`src/rtl/band_gain_ramp.sv`:
```
// N-band gain stage: per-band gain is the square of the pot reading, slewed per frame,
// applied to each band's sample through one time-shared pipeline with saturation.
//
// state | meaning
// IDLE  | waiting for a frame strobe
// ISSUE | one band per cycle enters the pipeline, idx = band number
// DRAIN | two cycles while the last band leaves the pipeline
module band_gain_ramp #(
    parameter int NUM_BANDS = 5,
    parameter int AUDIO_W   = 16,
    parameter int POT_W     = 12,
    parameter int FRAC_BITS = 10,
    parameter int RAMP_STEP = 64
) (
    input  logic                           clk,
    input  logic                           rst_n,
    input  logic                           vld_in,
    input  logic [NUM_BANDS*AUDIO_W-1:0]   audio_in,
    input  logic [NUM_BANDS*POT_W-1:0]     pot_in,
    input  logic                           clr_clip,
    output logic                           busy,
    output logic                           vld_out,
    output logic [NUM_BANDS*AUDIO_W-1:0]   scaled_out,
    output logic [NUM_BANDS-1:0]           clip
);

    localparam int IDX_W  = (NUM_BANDS > 2) ? $clog2(NUM_BANDS) : 1;
    localparam int SQ_W   = 2 * POT_W;
    localparam int PROD_W = POT_W + 1 + AUDIO_W;
    localparam int HI_LO  = FRAC_BITS + AUDIO_W - 1;
    localparam logic [IDX_W-1:0] LAST_IDX = IDX_W'(NUM_BANDS - 1);
    localparam logic [POT_W-1:0] STEP     = POT_W'(RAMP_STEP);

    typedef enum logic [1:0] {IDLE, ISSUE, DRAIN} state_t;

    state_t                         state;
    logic [IDX_W-1:0]               idx;
    logic                           drain_cnt;
    logic [NUM_BANDS*AUDIO_W-1:0]   audio_lat;
    logic [NUM_BANDS*POT_W-1:0]     pot_lat;
    logic [POT_W-1:0]               gain_cur [NUM_BANDS];

    logic                           s1_vld;
    logic [IDX_W-1:0]               s1_idx;
    logic [POT_W-1:0]               s1_gain;
    logic signed [AUDIO_W-1:0]      s1_audio;

    logic                           s2_vld;
    logic [IDX_W-1:0]               s2_idx;
    logic signed [PROD_W-1:0]       prod;

    logic [POT_W-1:0]               cur_pot;
    logic [POT_W-1:0]               cur_gain;
    logic [SQ_W-1:0]                sq;
    logic [POT_W-1:0]               tgt;
    logic [POT_W-1:0]               nxt_gain;
    logic [PROD_W-1-HI_LO:0]        hi_bits;
    logic                           ovf;
    logic [AUDIO_W-1:0]             sat_res;
    logic [NUM_BANDS-1:0]           set_mask;

    assign cur_pot  = pot_lat[idx*POT_W +: POT_W];
    assign cur_gain = gain_cur[idx];
    assign sq       = SQ_W'(cur_pot) * SQ_W'(cur_pot);
    assign tgt      = sq[SQ_W-1:POT_W];

    // Slew limiter: step toward the target, landing on it exactly when close enough.
    always_comb begin
        nxt_gain = tgt;
        if (RAMP_STEP != 0) begin
            if (tgt > cur_gain) begin
                if ((tgt - cur_gain) > STEP)
                    nxt_gain = cur_gain + STEP;
            end else if ((cur_gain - tgt) > STEP) begin
                nxt_gain = cur_gain - STEP;
            end
        end
    end

    assign hi_bits = prod[PROD_W-1:HI_LO];
    assign ovf     = !((&hi_bits) || (~|hi_bits));

    always_comb begin
        sat_res = prod[HI_LO:FRAC_BITS];
        if (ovf)
            sat_res = prod[PROD_W-1] ? {1'b1, {(AUDIO_W-1){1'b0}}}
                                     : {1'b0, {(AUDIO_W-1){1'b1}}};
    end

    always_comb begin
        set_mask = '0;
        if (s2_vld && ovf)
            set_mask[s2_idx] = 1'b1;
    end

    // A strobe seen on the last drain cycle starts the next frame back to back.
    always_ff @(posedge clk or negedge rst_n) begin
        if (!rst_n) begin
            state     <= IDLE;
            idx       <= '0;
            drain_cnt <= 1'b0;
            audio_lat <= '0;
            pot_lat   <= '0;
            busy      <= 1'b0;
            vld_out   <= 1'b0;
        end else begin
            vld_out <= 1'b0;
            case (state)
                IDLE: begin
                    if (vld_in) begin
                        audio_lat <= audio_in;
                        pot_lat   <= pot_in;
                        idx       <= '0;
                        busy      <= 1'b1;
                        state     <= ISSUE;
                    end
                end
                ISSUE: begin
                    if (idx == LAST_IDX) begin
                        drain_cnt <= 1'b0;
                        state     <= DRAIN;
                    end else begin
                        idx <= idx + 1'b1;
                    end
                end
                DRAIN: begin
                    if (drain_cnt) begin
                        vld_out <= 1'b1;
                        if (vld_in) begin
                            audio_lat <= audio_in;
                            pot_lat   <= pot_in;
                            idx       <= '0;
                            state     <= ISSUE;
                        end else begin
                            busy  <= 1'b0;
                            state <= IDLE;
                        end
                    end else begin
                        drain_cnt <= 1'b1;
                    end
                end
                default: state <= IDLE;
            endcase
        end
    end

    always_ff @(posedge clk or negedge rst_n) begin
        if (!rst_n) begin
            for (int k = 0; k < NUM_BANDS; k++)
                gain_cur[k] <= '0;
            s1_vld   <= 1'b0;
            s1_idx   <= '0;
            s1_gain  <= '0;
            s1_audio <= '0;
        end else begin
            s1_vld <= (state == ISSUE);
            if (state == ISSUE) begin
                gain_cur[idx] <= nxt_gain;
                s1_gain       <= nxt_gain;
                s1_audio      <= audio_lat[idx*AUDIO_W +: AUDIO_W];
                s1_idx        <= idx;
            end
        end
    end

    always_ff @(posedge clk or negedge rst_n) begin
        if (!rst_n) begin
            s2_vld <= 1'b0;
            s2_idx <= '0;
            prod   <= '0;
        end else begin
            s2_vld <= s1_vld;
            if (s1_vld) begin
                prod   <= PROD_W'($signed({1'b0, s1_gain})) * PROD_W'(s1_audio);
                s2_idx <= s1_idx;
            end
        end
    end

    // Clear first, then OR in new saturation so a same-cycle set survives.
    always_ff @(posedge clk or negedge rst_n) begin
        if (!rst_n) begin
            scaled_out <= '0;
            clip       <= '0;
        end else begin
            clip <= (clr_clip ? '0 : clip) | set_mask;
            if (s2_vld)
                scaled_out[s2_idx*AUDIO_W +: AUDIO_W] <= sat_res;
        end
    end

endmodule

```
`config.mk`:
```
export PLATFORM = sky130hd
export DESIGN_NAME = band_gain_ramp
export DESIGN_NICKNAME = d
export VERILOG_FILES = /design/src/rtl/band_gain_ramp.sv
export SDC_FILE = /design/constraint.sdc
export NUM_CORES = 1
export LEC_CHECK = 0
export ABC_CLOCK_PERIOD_IN_PS = 10200
export CORE_ASPECT_RATIO = 1.75
export CORE_UTILIZATION = 40
export CTS_BUF_LIST = sky130_fd_sc_hd__clkbuf_8 sky130_fd_sc_hd__clkbuf_16
export CTS_CLUSTER_DIAMETER = 120
export DETAILED_ROUTE_END_ITERATION = 6
export SLEW_MARGIN = 20
export SYNTH_ARGS = -nofsm -noshare
export SYNTH_HDL_FRONTEND = slang
export SYNTH_SLANG_ARGS = --single-unit
export TNS_END_PERCENT = 10
```
`constraint.sdc`:
```
create_clock -name clk -period 10.2 [get_ports clk]
set_input_delay 2.04 -clock clk [delete_from_list [all_inputs] [get_ports clk]]
set_output_delay 2.04 -clock clk [all_outputs]
set_load 0.05 [all_outputs]
```
==> impl_metrics.tcl <==
set metrics [dict create \
    cts_buffers 36 \
    worst_r2r_path_depth 37 \
    grt_max_degree 166 \
    drtIter0Drc 720 \
    fmax_mhz 101.4 \
    crit_path_start_kind "flip-flop" \
    grt_first_pass_wirelength_microns 119600 \
    grtUsageTotal_pct 22.86 \
    root_buffer "clkbuf_16" \
    min_to "scaled_out[1]$_DFFE_PN0P_" \
    cts_hold_buffers 0 \
    drtAntennaViolNets 0 \
    critical_path.max_stage_delay_ns 0.53 \
    vias_per_cell 5.231 \
    wl_microns 76520 \
    clk_latency_ns 0.56 \
    hpwl_microns 62140 \
    ys_types 84 \
    rows 125 \
    nets 3373 \
    ff2ff_setup_slack_ns 0.33 \
    synth_xor_area_share_pct 1.655 \
    vias 19580 \
    worstSetupEndpointType "flip-flop" \
    dr.pass1.iters 4 \
    drv_slew 0 \
    synth_edf_count 0 \
    die_h_microns 345.6 \
    avgSynthCellArea_sq_um 10.36 \
    area_growth_syn_to_layout_pct 17.82 \
    final_hold_viol_count 0 \
    portBuffers 230 \
    hold_path_depth 2 \
    initial_utilization_pct 40.59 \
    core_area_sq_um 66470 \
    synthFlopType "dfrtp_1" \
    clock_sinks 348 \
    synthAdderAreaFrac_pct 25.99 \
    crit_type "reg -> reg" \
    period_share_pct 96.72 \
    slowest_stage "fa_1" \
    syn-num-nets 3153 \
    overflow 0 \
    stdcell_area_sq_um 31790 \
    post-route-util_pct 47.83 \
    yosys-mux-area-fraction_pct 11.79 \
    cts_buffer_depth 3 \
    synth-seq-area-share_pct 32.27 \
    antenna_found_initial 4 \
    worst_hold_slack_ns 0.4765 \
    dp_slack_ns -0.2819 \
    synthArstFlopShare_pct 100.0 \
    crit_arrival_ns 10.26 \
    post_dp_cell_area_sq_um 30470 \
    drv_cap 0 \
    die_w_microns 198.3 \
    synth_top_family_by_area "adder cells" \
    setup_viol 0 \
    wl_per_cell_microns 20.44 \
    synth-compound-area-share_pct 11.01 \
    dieArea_sq_um 68540 \
    slew-limit-headroom_pct 28.63 \
    run_status "completed" \
    r2r_start "idx[2]$_DFFE_PN0P_" \
    r2r-end "gain_cur[13]$_DFFE_PN0P_" \
    pin_count 231 \
    synth_simple_gate_area_share_pct 9.830 \
    gp_congestion 0.9755 \
    htree_num_levels 2 \
    clock_skew_ns 0.01999 \
    layout_setup_ws_ns 0.3348 \
    worstPathRequired_ns 10.59 \
    yosys_warnings 0 \
    synth-seq-cells 348 \
    drc 0 \
    grt_pass1_vias 21430 \
    filler_cell_count 6201 \
    hold_start "scaled_out[1]$_DFFE_PN0P_" \
    syn_area_sq_um 26980 \
    cts_tree "yes" \
    hold_path_class "reg -> reg" \
    crit_fanout 12 \
    worst_pin_slew_ns 1.065 \
    min_period_ns 9.865 \
    drive_gt1_share_pct 13.71 \
    path_clk_slew_ns 0.07 \
    syn_inst 2604 \
]
worst max-delay path by stage:
stage,startpoint,endpoint,slack [ns],cells past startpoint
6_report,idx[2]$_DFFE_PN0P_,gain_cur[13]$_DFFE_PN0P_,0.33,37
5_1_grt,idx[0]$_DFFE_PN0P_,s1_gain[2]$_DFFE_PN0P_,-0.01,38
4_1_cts,idx[1]$_DFFE_PN0P_,gain_cur[38]$_DFFE_PN0P_,0.06,35
3_5_place_dp,idx[1]$_DFFE_PN0P_,gain_cur[38]$_DFFE_PN0P_,-0.28,35
3_3_place_gp,idx[1]$_DFFE_PN0P_,gain_cur[50]$_DFFE_PN0P_,-0.21,35
2_1_floorplan,idx[0]$_DFFE_PN0P_,gain_cur[22]$_DFFE_PN0P_,0.18,41
sequential cells by signal, summed over array words and instances, names as in the netlist:
signal / count
scaled_out: 80
s1_gain: 12
clip: 5
idx: 3
prod: 19
s1_idx: 3
drain_cnt: 1
pot_lat: 60
s1_audio: 16
state: 2
s2_vld: 1
vld_out: 1
s2_idx: 3
gain_cur: 60
busy: 1
audio_lat: 80
s1_vld: 1
stage by stage:
step | cells | setup TNS [ns]
after floorplan | 2604 | 0
after global placement | 3672 | -9.508
after detailed placement | 3672 | -12.95
after CTS | 3737 | 0
after global routing | 3743 | -0.05918
final | 3743 | 0
cell usage in the layout (no fill, tap or decap), types with 5 or more instances in the layout:
cell / count
ha_1: 145
a21oi_1: 107
and3_1: 5
buf_4: 77
nor3_1: 12
o22ai_1: 12
clkbuf_8: 5
o21bai_1: 6
nand2_1: 233
clkbuf_16: 36
a22o_1: 49
o21a_1: 23
o21ai_1: 20
o211ai_1: 5
nor2_1: 126
nor4_1: 6
a21o_1: 36
a22oi_1: 7
nand4_1: 9
xor2_1: 15
mux2i_1: 76
inv_1: 389
o2111ai_1: 8
nor2b_1: 9
nand2b_1: 11
fa_1: 259
a31oi_1: 12
nand3_1: 29
o221ai_1: 16
dfrtp_1: 345
xnor2_1: 36
mux2_2: 203
o22a_1: 9
o21ai_0: 60
clkdlybuf4s50_1: 229
and2_1: 100
worst max-delay path, delay by kind of cell (launching register included):
kind                     cells  cell delay (ns)
adder cells (fa/ha/maj)      8             2.86
AND/OR/NAND/NOR             11             2.51
AO/OA/AOI/OAI                9             1.87
multiplexers                 2             0.89
buffers and inverters        6             0.79
flip-flops                   1             0.47
XOR/XNOR                     1             0.25
final cells by class:
class                      instances  area, sq um  area share, %
multi-input combinational       1748        16400          51.58
sequential                       348         8715          27.41
timing repair buffer             311         2948          9.273
inverter                         379         1424          4.479
tap                              889         1112          3.499
clock buffer                      41        969.7          3.050
clock inverter                    24        216.5         0.6809
antenna                            3        7.507        0.02361
routing by layer:
metal	routed length, microns	vias to the layer above	global-route usage [%]
li1	-	9055	-
met1	25870	9879	22.25
met2	42850	464	44.44
met3	2660	178	2.760
met4	5128	2	14.32
met5	13	-	0
timing repair:
action	in CTS	in global routing
gates resized for setup	2	20
setup endpoints to repair	72	72
pin swaps	0	2
setup buffers	0	3
cell families after synthesis:
| group | Yosys count |
|---|---|
| compound gates | 431 |
| xor+xnor | 51 |
| fa+ha+maj | 405 |
| buf+inv | 508 |
| flops | 348 |
| mux | 287 |
| simple gates | 574 |
synthesized netlist by cell type, types with 6 or more instances:
library cell / n / area [sq um]
buf_4: 7 / 52.55
o21ai_1: 18 / 90.09
o21bai_1: 6 / 45.04
o22ai_1: 12 / 75.07
buf_1: 10 / 37.54
mux2i_1: 79 / 790.8
inv_1: 375 / 1408
nor3_1: 16 / 80.08
clkbuf_1: 99 / 371.6
nand3_1: 29 / 145.1
fa_1: 259 / 5185
buf_6: 6 / 67.56
nand2_1: 234 / 878.3
o22a_1: 9 / 78.83
a22oi_1: 8 / 60.06
o21a_1: 23 / 172.7
a21oi_1: 108 / 540.5
nor4_1: 10 / 62.56
a31oi_1: 13 / 81.33
xnor2_1: 36 / 315.3
a21o_1: 36 / 270.3
dfrtp_1: 348 / 8708
nor2_1: 130 / 488.0
xor2_1: 15 / 131.4
nand4_1: 9 / 56.30
nor2b_1: 10 / 62.56
and2_1: 100 / 625.6
o221ai_1: 16 / 140.1
o21ai_0: 62 / 310.3
and3_1: 6 / 37.54
nand2b_1: 11 / 68.82
a22o_1: 49 / 429.2
o2111ai_1: 8 / 70.07
ha_1: 146 / 1827
mux2_2: 203 / 2286
Power is left out: the tool's default activity adds up to more than one toggle a clock period on the data nets, which glitch-free logic cannot reach.
==> RTL edit 1 (same settings) <==
Register the output `scaled_out` once more, cleared by the reset; this adds one clock of latency there. The other outputs are not delayed to match.
--- a/src/rtl/band_gain_ramp.sv
+++ b/src/rtl/band_gain_ramp.sv
@@ -32,6 +32,8 @@
     localparam logic [POT_W-1:0] STEP     = POT_W'(RAMP_STEP);
 
     typedef enum logic [1:0] {IDLE, ISSUE, DRAIN} state_t;
+
+    logic [NUM_BANDS*AUDIO_W-1:0] scaled_s0;
 
     state_t                         state;
     logic [IDX_W-1:0]               idx;
@@ -180,12 +182,20 @@
     // Clear first, then OR in new saturation so a same-cycle set survives.
     always_ff @(posedge clk or negedge rst_n) begin
         if (!rst_n) begin
-            scaled_out <= '0;
+            scaled_s0 <= '0;
             clip       <= '0;
         end else begin
             clip <= (clr_clip ? '0 : clip) | set_mask;
             if (s2_vld)
-                scaled_out[s2_idx*AUDIO_W +: AUDIO_W] <= sat_res;
+                scaled_s0[s2_idx*AUDIO_W +: AUDIO_W] <= sat_res;
+        end
+    end
+
+    always_ff @(posedge clk or negedge rst_n) begin
+        if (!rst_n) begin
+            scaled_out <= '0;
+        end else begin
+            scaled_out <= scaled_s0;
         end
     end
 
Formal check against the unedited RTL: no difference found for any inputs over 4 cycles, from zero or initial values and one cycle with rst_n low; that may be too few to reach the edited logic, so the function may still have changed.
==> RTL edit 1 against the original RTL <==
Cell area is 6.4% higher. Wire length is 0.73% higher. Setup slack better by 0.18 ns. Synthesized area is 6.4% higher. Sequential cell count is 80 higher. Global-route usage is 1.0 points lower.
Power is left out: the tool's default activity adds up to more than one toggle a clock period on the data nets, which glitch-free logic cannot reach.
==> RTL edit 1: results (changes against the original RTL) <==
- Pre-CTS setup slack: 0.215 ns (+0.497 ns)
* Met2 Track Usage GR: 42.5% (-2.0 points)
- The fraction of the core area covered by cells at the end of the flow is 47.7% (-0.11 points).
- The average cell area after synthesis is 10.8 um2 (+4.4%).
* Measured slew at the worst slew-check pin: 1.09 ns (+0.0231 ns)
* Endpoint with the worst hold slack: scaled_out[15]$_DFF_PN0_
- Count of filler cells inserted in the layout: 6,518 (+5.1%)
* Cell Count Post-Placement: 3,740 (+1.9%)
- Slowest CP cell: sky130_fd_sc_hd__dfrtp_4
- Clock latency at the later pin of the worst-skew pair: 0.59 ns (+0.03 ns)
- Top post-synthesis cells by count: sky130_fd_sc_hd__dfrtp_1, sky130_fd_sc_hd__inv_1, sky130_fd_sc_hd__fa_1
* IO Port Bufs: 230 (unchanged)
- Worst setup skew after layout: 0.0237 ns (+0.00376 ns)
- The initial antenna violation count came to 2 (-2).
- DP Area: 32,200 um2 (+5.7%)
- The maximum number of pins on one net before global-route repair is 181 (+9.0%).
- Detailed placement HPWL: 61,800 um (-0.55%)
* Average vias per placed instance: 5.26 (+0.58%)
- Worst path setup slack after routing: 0.512 ns (+0.177 ns)
- The number of detailed-routing iterations run before antenna repair is 6 (+2).
- Met2 wire len: 42,800 um (-0.11%)
* GRT Util Overall: 21.8% (-1.0 points)
- Data arrival time of the critical path: 10.12 ns (-0.14 ns)
- Number of global-route vias before repair: 22,100 (+3.1%)
* CP Class: flop to flop
- The final net count came to 3,418 (+1.3%).
* Met3 Wirelength: 2800 um (+5.4%)
- The layout cell share with drive strength beyond 1 came to 14.0% (+0.28 points).
* Routing usage on met1: 22.1% (-0.17 points)
- The first-iteration detailed-routing DRC count was 861 (+20%).
* Result of the run: complete, no violations
* Crit path max fanout: 11 (-1)
- Delay of the slowest cell on the worst path: 0.57 ns (+0.04 ns)
- The largest registers in the layout are audio_lat (80), scaled_out (80), scaled_s0 (80).
- Final worst hold slack: 0.365 ns (-0.112 ns)
- The number of cells on the worst hold path is 0 (-2).
- The worst register-to-register path ends at gain_cur[20]$_DFFE_PN0P_.
- Syn Nets: 3,201 (+1.5%)
- The fraction of met3 tracks used by global routing came to 2.38% (-0.38 points).
- The number of distinct library cells after synthesis came to 76 (-9.5%).
- Global-route wire length before repair: 122,000 um (+2.3%)
- Count of instances resized after the clock tree is built: 0 (-2)
- Met1 wire length: 26,900 um (+3.8%)
- Signal routing reaches up to met4.
* Count of non-filler cells in the finished layout: 3,821 (+2.1%)
- Sequential element share of the synthesized area: 37.3% (+5.0 points)
- Cell types with the largest area share after synthesis: sky130_fd_sc_hd__dfrtp_1, sky130_fd_sc_hd__fa_1, sky130_fd_sc_hd__mux2_2, sky130_fd_sc_hd__ha_1, sky130_fd_sc_hd__inv_1
==> RTL edit 1: cell count changes in the layout (fill, tap and decap cells not counted), moves of 7 or more <==
cell	before	now
sky130_fd_sc_hd__dfrtp_1	345	425
sky130_fd_sc_hd__inv_1	389	376
sky130_fd_sc_hd__buf_4	77	65
sky130_fd_sc_hd__nand3_1	29	17
sky130_fd_sc_hd__mux2_2	203	210
==> RTL edit 1: final cells by class <==
class	instances	share of cell area (%)
antenna	3	0.0222
clock buffer	48	3.32
clock inverter	27	0.788
inverter	377	4.19
multi-input combinational	1722	48.1
sequential	428	31.7
tap	917	3.39
timing repair buffer	299	8.45
==> RTL edit 1: cells by family (layout without fill, tap and decap cells) <==
family / Yosys count / count (layout) / synth area share [%]
xor+xnor: 54 / 54 / 1.65
compound gates: 400 / 400 / 9.46
mux: 294 / 294 / 11.3
buf+inv: 502 / 751 / 6.66
simple gates: 569 / 569 / 9.22
other cells: 0 / 3 / 0
flops: 428 / 428 / 37.3
fa+ha+maj: 405 / 405 / 24.4
==> RTL edit 2 (config.mk and constraints unchanged) <==
Without the edit above. Set the parameter `AUDIO_W` to 32 (it was 16).
--- a/src/rtl/band_gain_ramp.sv
+++ b/src/rtl/band_gain_ramp.sv
@@ -7,7 +7,7 @@
 // DRAIN | two cycles while the last band leaves the pipeline
 module band_gain_ramp #(
     parameter int NUM_BANDS = 5,
-    parameter int AUDIO_W   = 16,
+    parameter int AUDIO_W   = 32,
     parameter int POT_W     = 12,
     parameter int FRAC_BITS = 10,
     parameter int RAMP_STEP = 64
Interface: changed (resized audio_in and scaled_out); port bits go from 231 to 391. The function was not compared with the original's and may differ.
==> RTL edit 2 against the original RTL <==
Sequential cell count rose by 192. Synthesized area grew 50%. Setup slack improved by 0.22 ns. Wire length grew 43%. Die area is 49% higher. Synthesized cell count grew 49%. Cell area up 50%.
Power is left out: the tool's default activity adds up to more than one toggle a clock period on the data nets, which glitch-free logic cannot reach.
==> RTL edit 2: results (changes against the original RTL) <==
- Result of the run: complete, no violations
- The final hold slack was 0.476 ns (-0.000117 ns).
- The first-iteration detailed-routing DRC count was 1,320 (+83%).
- Delay of the slowest cell on the worst path: 0.62 ns (+0.09 ns)
- The final clock skew came to 0.0439 ns (+0.0239 ns).
- Met3 Wirelength: 4340 um (+63%)
* Crit path max fanout: 21 (+9)
* Syn Nets: 4,690 (+49%)
- Number of global-route vias before repair: 31,000 (+45%)
* Sequential element share of the synthesized area: 33.5% (+1.2 points)
- GRT Util Overall: 21.8% (-1.0 points)
- The insertion delay of the later-clocked pin in the worst-skew pair came to 0.67 ns (+0.11 ns).
- Detailed placement HPWL: 84,900 um (+37%)
- The path with the worst hold slack has its endpoint at scaled_out[152]$_DFFE_PN0P_.
- Slowest CP cell: sky130_fd_sc_hd__dfrtp_4
- The number of synthesis warnings came to 0 (unchanged).
- The pre-CTS worst setup slack is 0.128 ns (+0.410 ns).
* Reg2Reg Capture Point: gain_cur[6]$_DFFE_PN0P_
* Routing usage on met1: 25.0% (+2.8 points)
- The internal reg-to-reg setup slack was 0.55 ns (+0.22 ns).
- Final WL: 109,000 um (+43%)
- Global-route wire length before repair: 175,000 um (+47%)
* Top post-synthesis cells by count: sky130_fd_sc_hd__dfrtp_1, sky130_fd_sc_hd__inv_1, sky130_fd_sc_hd__fa_1
- Largest net degree at the start of global routing: 179 (+7.8%)
- Mean post-synth cell area: 10.4 um2 (+0.69%)
* Headroom to the max-slew limit: 30.7% (+2.0 points)
- The cell area after layout came to 47,700 um2 (+50%).
* Launching instance or port of the critical path: idx[0]$_DFFE_PN0P_
- Regs by FF count: audio_lat (160), scaled_out (160)
* Final estimated routing congestion in global placement: 0.905 (-7.2%)
- The area of placed instances was 45,800 um2 (+50%).
* Met2 wire len: 57,600 um (+34%)
* First drt pass iteration count: 5 (+1)
* Average vias per placed instance: 5.17 (-1.1%)
* Initial antenna violation count: 13 (+9)
- Cell Count Post-Placement: 5,436 (+48%)
* IO Port Bufs: 390 (+70%)
- Layout cell share with drive strength beyond 1: 12.0% (-1.7 points)
- Met3 Resource Use GR: 2.78% (+0.016 points)
* Number of nets in the final layout: 4,999 (+48%)
- Data arrival time of the critical path: 10.17 ns (-0.09 ns)
- Yosys attributes the largest share of cell area to sky130_fd_sc_hd__dfrtp_1, sky130_fd_sc_hd__fa_1, sky130_fd_sc_hd__mux2_2, sky130_fd_sc_hd__ha_1, sky130_fd_sc_hd__inv_1.
- The number of clock buffers inserted by TritonCTS is 54 (+50%).
- Count of filler cells inserted in the layout: 9,328 (+50%)
- Met2 Track Usage GR: 40.4% (-4.1 points)
* Worst hold path startpoint: scaled_out[152]$_DFFE_PN0P_
* DR vias: 28,700 (+47%)
[RTL edit 2: cell count changes in the layout (fill, tap and decap cells not counted), sizes merged, moves of 47 or more]
cell | unedited run | this run
a22o | 49 | 96
and2 | 100 | 214
clkdlybuf4s50 | 229 | 389
dfrtp | 348 | 540
fa | 259 | 419
inv | 393 | 545
mux2 | 204 | 281
nand2 | 234 | 405
o21ai | 81 | 222
[RTL edit 2: cells by family (layout without fill, tap and decap cells)]
| kind of cell | count (synthesis) | in the layout | synth area share [%] |
|---|---|---|---|
| flops | 540 | 540 | 33.5 |
| fa+ha+maj | 597 | 597 | 26.3 |
| mux | 400 | 400 | 10.9 |
| simple gates | 864 | 864 | 10.2 |
| compound gates | 660 | 660 | 10.8 |
| xor+xnor | 63 | 63 | 1.37 |
| buf+inv | 745 | 1095 | 6.96 |
| other cells | 0 | 12 | 0 |
[RTL edit 2: how the worst max path moves through the flow]
| stage | endpoint | slack (ns) | depth (start not counted) |
|---|---|---|---|
| detailed placement | gain_cur[6]$_DFFE_PN0P_ | 0.13 | 36 |
| finish | gain_cur[6]$_DFFE_PN0P_ | 0.55 | 37 |
| floorplan | s1_gain[3]$_DFFE_PN0P_ | 0.14 | 43 |
| global placement | gain_cur[26]$_DFFE_PN0P_ | 0.31 | 36 |
| CTS | gain_cur[6]$_DFFE_PN0P_ | 0.15 | 36 |
| global route | gain_cur[29]$_DFFE_PN0P_ | -0.03 | 41 |
[RTL edit 2: layout make-up]
cell class	instances	share of cell area, %
inverter	530	4.17
antenna	12	0.0629
multi-input combinational	2584	50.6
clock buffer	63	3.09
tap	1317	3.45
sequential	540	28.3
clock inverter	34	0.677
timing repair buffer	468	9.55
[RTL edit 2: timing repair]
action	in CTS	in global routing
buffers inserted	0	3
gates resized for setup	0	13
endpoints found under the setup margin	0	72
